==> config.mk <==
export PLATFORM = sky130hd
export DESIGN_NAME = dvi_timing_gen
export DESIGN_NICKNAME = d
export VERILOG_FILES = /design/src/rtl/dvi_timing_gen.sv
export SDC_FILE = /design/constraint.sdc
export NUM_CORES = 1
export LEC_CHECK = 0
export BUFFER_PORTS_ARGS = -buffer_cell sky130_fd_sc_hd__buf_2
export CAP_MARGIN = 20
export CORE_ASPECT_RATIO = 1.5
export CORE_MARGIN = 4
export CORE_UTILIZATION = 45
export DETAILED_ROUTE_END_ITERATION = 6
export GPL_TIMING_DRIVEN = 0
export PLACE_DENSITY = 0.66
export REMOVE_ABC_BUFFERS = 1
export SETUP_SLACK_MARGIN = 0.02
export SLEW_MARGIN = 10
export SYNTH_ARGS = -nofsm -noshare
export SYNTH_HDL_FRONTEND = slang
export SYNTH_SLANG_ARGS = --single-unit
==> constraint.sdc <==
create_clock -name clk -period 2.4 [get_ports clk]
set_input_delay 0.12 -clock clk [delete_from_list [all_inputs] [get_ports clk]]
set_output_delay 0.12 -clock clk [all_outputs]
set_load 0.02 [all_outputs]
==> src/rtl/dvi_timing_gen.sv <==
// Parametrised DVI/VGA raster timing generator: pixel-enabled h/v counters,
// sync/active decode, and a PIPE-deep output register chain for alignment.
module dvi_timing_gen #(
  parameter int unsigned H_RES      = 640,
  parameter int unsigned H_FP       = 16,
  parameter int unsigned H_SYNC     = 96,
  parameter int unsigned H_BP       = 48,
  parameter int unsigned V_RES      = 480,
  parameter int unsigned V_FP       = 10,
  parameter int unsigned V_SYNC     = 2,
  parameter int unsigned V_BP       = 33,
  parameter bit          H_SYNC_POL = 1'b0,
  parameter bit          V_SYNC_POL = 1'b0,
  parameter int unsigned PIPE       = 0,
  localparam int unsigned H_TOTAL   = H_RES + H_FP + H_SYNC + H_BP,
  localparam int unsigned V_TOTAL   = V_RES + V_FP + V_SYNC + V_BP,
  localparam int unsigned X_W       = $clog2(H_TOTAL),
  localparam int unsigned Y_W       = $clog2(V_TOTAL)
) (
  input  logic           clk,
  input  logic           rst,
  input  logic           pix_en,
  output logic           hsync,
  output logic           vsync,
  output logic           display_on,
  output logic [X_W-1:0] x,
  output logic [Y_W-1:0] y,
  output logic           pix_tick,
  output logic           line_start,
  output logic           frame_start
);

  localparam int unsigned OW = 6 + X_W + Y_W;

  localparam logic [X_W-1:0] H_MAX = X_W'(H_TOTAL - 1);
  localparam logic [Y_W-1:0] V_MAX = Y_W'(V_TOTAL - 1);

  // Window bounds kept 32-bit so an end bound equal to the total still fits.
  localparam logic [31:0] H_SYNC_START = 32'(H_RES + H_FP);
  localparam logic [31:0] H_SYNC_END   = 32'(H_RES + H_FP + H_SYNC);
  localparam logic [31:0] V_SYNC_START = 32'(V_RES + V_FP);
  localparam logic [31:0] V_SYNC_END   = 32'(V_RES + V_FP + V_SYNC);
  localparam logic [31:0] H_ACT        = 32'(H_RES);
  localparam logic [31:0] V_ACT        = 32'(V_RES);

  localparam logic [OW-1:0] RST_VAL = {~H_SYNC_POL, ~V_SYNC_POL, 1'b0,
                                       {X_W{1'b0}}, {Y_W{1'b0}}, 3'b000};

  if (H_RES == 0 || V_RES == 0 || H_SYNC == 0 || V_SYNC == 0) begin : g_bad_geom
    $error("dvi_timing_gen: H_RES, V_RES, H_SYNC and V_SYNC must be non-zero");
  end
  if (PIPE > 8) begin : g_bad_pipe
    $error("dvi_timing_gen: PIPE must be in 0..8");
  end

  logic [X_W-1:0] h_q, h_d;
  logic [Y_W-1:0] v_q, v_d;
  logic [OW-1:0]  stage_q [PIPE+1];
  logic [OW-1:0]  stage_d [PIPE+1];

  logic [31:0] h_ext, v_ext;
  logic        hs_act, vs_act, de, ls, fs;

  always_comb begin
    h_d = h_q;
    v_d = v_q;
    if (pix_en) begin
      if (h_q == H_MAX) begin
        h_d = '0;
        v_d = (v_q == V_MAX) ? '0 : v_q + 1'b1;
      end else begin
        h_d = h_q + 1'b1;
      end
    end
  end

  always_comb begin
    h_ext  = 32'(h_q);
    v_ext  = 32'(v_q);
    hs_act = (h_ext >= H_SYNC_START) && (h_ext < H_SYNC_END);
    vs_act = (v_ext >= V_SYNC_START) && (v_ext < V_SYNC_END);
    de     = (h_ext < H_ACT) && (v_ext < V_ACT);
    ls     = pix_en && (h_q == '0);
    fs     = ls && (v_q == '0);
    stage_d[0] = {(hs_act ? H_SYNC_POL : ~H_SYNC_POL),
                  (vs_act ? V_SYNC_POL : ~V_SYNC_POL),
                  de, h_q, v_q, pix_en, ls, fs};
    for (int i = 1; i <= int'(PIPE); i++) begin
      stage_d[i] = stage_q[i-1];
    end
  end

  // Stages run every clk so strobes stay one clk wide under a sparse pix_en.
  always_ff @(posedge clk) begin
    if (rst) begin
      h_q <= '0;
      v_q <= '0;
      for (int i = 0; i <= int'(PIPE); i++) begin
        stage_q[i] <= RST_VAL;
      end
    end else begin
      h_q <= h_d;
      v_q <= v_d;
      for (int i = 0; i <= int'(PIPE); i++) begin
        stage_q[i] <= stage_d[i];
      end
    end
  end

  assign {hsync, vsync, display_on, x, y, pix_tick, line_start, frame_start} = stage_q[PIPE];

endmodule

==> summary.txt <==
Status
  – Status: finished clean

Drt
  – Final ANT Viol Nets: 0
  – First-pass DRT Iterations: 4
  – Routed via count: 1348
  – DR top layer: met4
  – Drt total wl: 3420 um
  – Met2 wire len: 1880 um
  – Vias per cell: ~5.3
  – WL met3: between 150 and 200 um
  – M1 WL: roughly 1300 um
  – # DRC: 0
  – Initial DRC count: 28
  – WL/cell: 13.5 um

Hold path
  – WHS Path Cells: 2
  – Worst Hold Class: primary input to flip-flop

Floorplanning
  – Row count: 27
  – Initial core utilization: 0.473
  – DIE HEIGHT: 84.9 um
  – X dimension of the die: 59.3 um
  – # IOs: 29
  – Die area: 5040 um^2
  – Core area: 3750 um^2

Yosys
  – Netlist cell types: 29
  – Count leader, synth: dfxtp_1
  – Top cells by count, synth: dfxtp_1, nor2_1, nor2b_1, xnor2_1, nand4_1
  – Post-synth EDFFs: 0
  – Avg Cell Area, Syn: 9.60 um^2
  – Post-synthesis sequential area ratio: 0.519
  – Synthesized area: 1780 um^2
  – FFs w/ async S/R, synth: 0
  – Mapped Cells: 185
  – Main flop type after synthesis: dfxtp_1
  – Dominant cells by area after synthesis: dfxtp_1, nor2b_1, nor2_1, xnor2_1, ha_1
  – Cell taking the most area after synthesis: dfxtp_1
  – Synth Register Bits: 46
  – Yosys top cell area share: 0.519
  – Warnings, synthesis: 0

Clocking
  – CTS Buffer Depth: 2
  – CTS tree: yes
  – Clock latency on the worst-skew pair: 0.29 ns
  – Total CTS buffers: 5
  – Cts hold-fix bufs: 0
  – CTS clk-pin slew, worst paths: 0.08 ns
  – H-tree Lvls: 2
  – Clock sink count: 46
  – Post-CTS Setup Bufs: 0
  – Root Driver: clkbuf_8
  – PostCTS Resize Cnt: 0

Job
  – MaxCap Viol Count: 0

Critical path
  – CP Capture Type: flip-flop
  – Worst Path Required: 2.63 ns
  – CP bufs+invs: 0
  – Number of cells on the critical path: 4
  – Worst reg2reg path depth: 4
  – Arrival time worst endpoint: 2.24 ns
  – WS Path Type: flip-flop to flip-flop
  – Crit-path cells: nand4bb_1 -> or4_4 -> or3_1 -> a21oi_1
  – Startpoint Class: flip-flop
  – Slowest cell on crit path: or4_4
  – CP max FO: 9
  – Cell family with most CP delay: simple AND/OR/NAND/NOR gates
  – Slowest cell delay on critical path: 0.66 ns

GRT
  – First-pass GRT wire length: 5800 um
  – Initial antenna violation count: 0
  – Largest net degree at the start of global routing: 31
  – GRT Total Usage: 0.147
  – Number of global-route vias before repair: 1316
  – Global route overflow: 0

STA
  – Fmax: 0.499 GHz
  – Worst hold slack: 0.150 ns
  – Clock skew: between 0.004 and 0.005 ns
  – Slew @ Worst Pin: 0.733 ns
  – Final hold vios: 0
  – RSZ-0062 raised after global routing: false
  – Slew headroom: 0.506
  – Period utilization: 0.836
  – Setup TNS: 0 ns
  – Fin. max-slew vios: 0
  – Minimum clock period: 2.01 ns
  – Setup-failing EPs final: 0

Pwr
  – Total power: 0.00139 W
  – VDD IR max: 489 uV
  – Leak: 0.791 nW
  – P per Cell Area: 684 nW/um^2

Final layout
  – Flip-flop and latch area: 921 um^2
  – Share of layout cells above drive strength 1: 0.181
  – Layout Cells excl Fill: between 200 and 300
  – Antenna diodes: 0
  – Final instance area: 2030 um^2
  – Final-stage net count: 217
  – Area Growth Syn to Fin: 14.4%
  – Fillers: 346
  – Multi-input logic area: ~780 um^2

Place
  – Cell area after placement: 1920 um^2
  – Detailed placer's ending HPWL: 2430 um
  – GP Congestion: roughly 0.86
  – Post-Place Cells: around 250
  – Port bufs: 28
metrics by stage:
step	utilization	setup WS [ns]
finish	0.542	0.395
global route	0.542	0.186
CTS	0.542	0.360
detailed placement	0.513	0.322
global placement	0.513	0.415
floorplan	-	0.558
final cells by class:
cell class / count / share of cell area
Inverter: 6 / 0.0111
Clock buffer: 6 / 0.0357
Tap cell: 43 / 0.0265
Sequential cell: 46 / 0.453
Timing Repair Buffer: 28 / 0.0690
Multi-Input combinational cell: 122 / 0.386
Clock inverter: 2 / 0.0185
sequential cells by signal, indices dropped and copies added (netlist names):
register and flops:
stage_q 26, h_q 10, v_q 10
where the power goes:
group,switching [W],leakage (nW),internal (W)
sequential,0.00000504,0.372,0.000772
clock,0.000251,0.0514,0.000311
combinational,0.0000342,0.367,0.0000172
layout by cell type (no fill, tap or decap):
cell        Yosys  final
nor4b_1         1      1
clkbuf_8        0      5
ha_1            5      5
bufinv_16       0      1
dfxtp_1        46     46
xnor2_1         9      9
nand2b_1        2      2
and3_1          3      3
nand2_1         4      4
o41ai_2         1      1
nand4b_1        2      2
nor2_1         23     23
buf_2           5     28
nand3_1         7      7
nand3b_1        1      1
inv_1           6      6
nor2b_1        19     19
or2_2           1      1
nand4_1         8      8
o21ai_0         4      4
or4_4           1      1
nand4bb_1       1      1
o31ai_1         2      2
clkbuf_1        6      1
nor3_1          3      3
and4_1          5      5
clkinvlp_4      0      1
or3_1           3      3
xor2_1          5      5
or4_1           1      1
a21oi_1         4      4
nor4_1          7      7
routing by layer:
metal / vias up / track usage
met2: 28 / 0.271
met5: - / 0
met4: 0 / 0.0639
met3: 4 / 0.0335
li1: 683 / -
met1: 633 / 0.150
cells by family after synthesis:
| kind of cell | after synthesis | share of synthesized area |
|---|---|---|
| AO/OA/AOI/OAI | 11 | 0.0402 |
| flip-flops | 46 | 0.519 |
| buffers and inverters | 17 | 0.0395 |
| adder cells (fa/ha/maj) | 5 | 0.0352 |
| AND/OR/NAND/NOR | 92 | 0.297 |
| XOR/XNOR | 14 | 0.0691 |
path summary, 6_finish.rpt:
path	end	slack [ns]	from
worst min-delay path	h_q[1]	0.15	pix_en
worst min register to register	stage_q[0][14]	0.51	h_q[1]
worst max-delay path	v_q[9]	0.39	h_q[8]
worst max register to register	v_q[9]	0.39	h_q[8]
No activity file was read; power rests on OpenSTA's default activity.
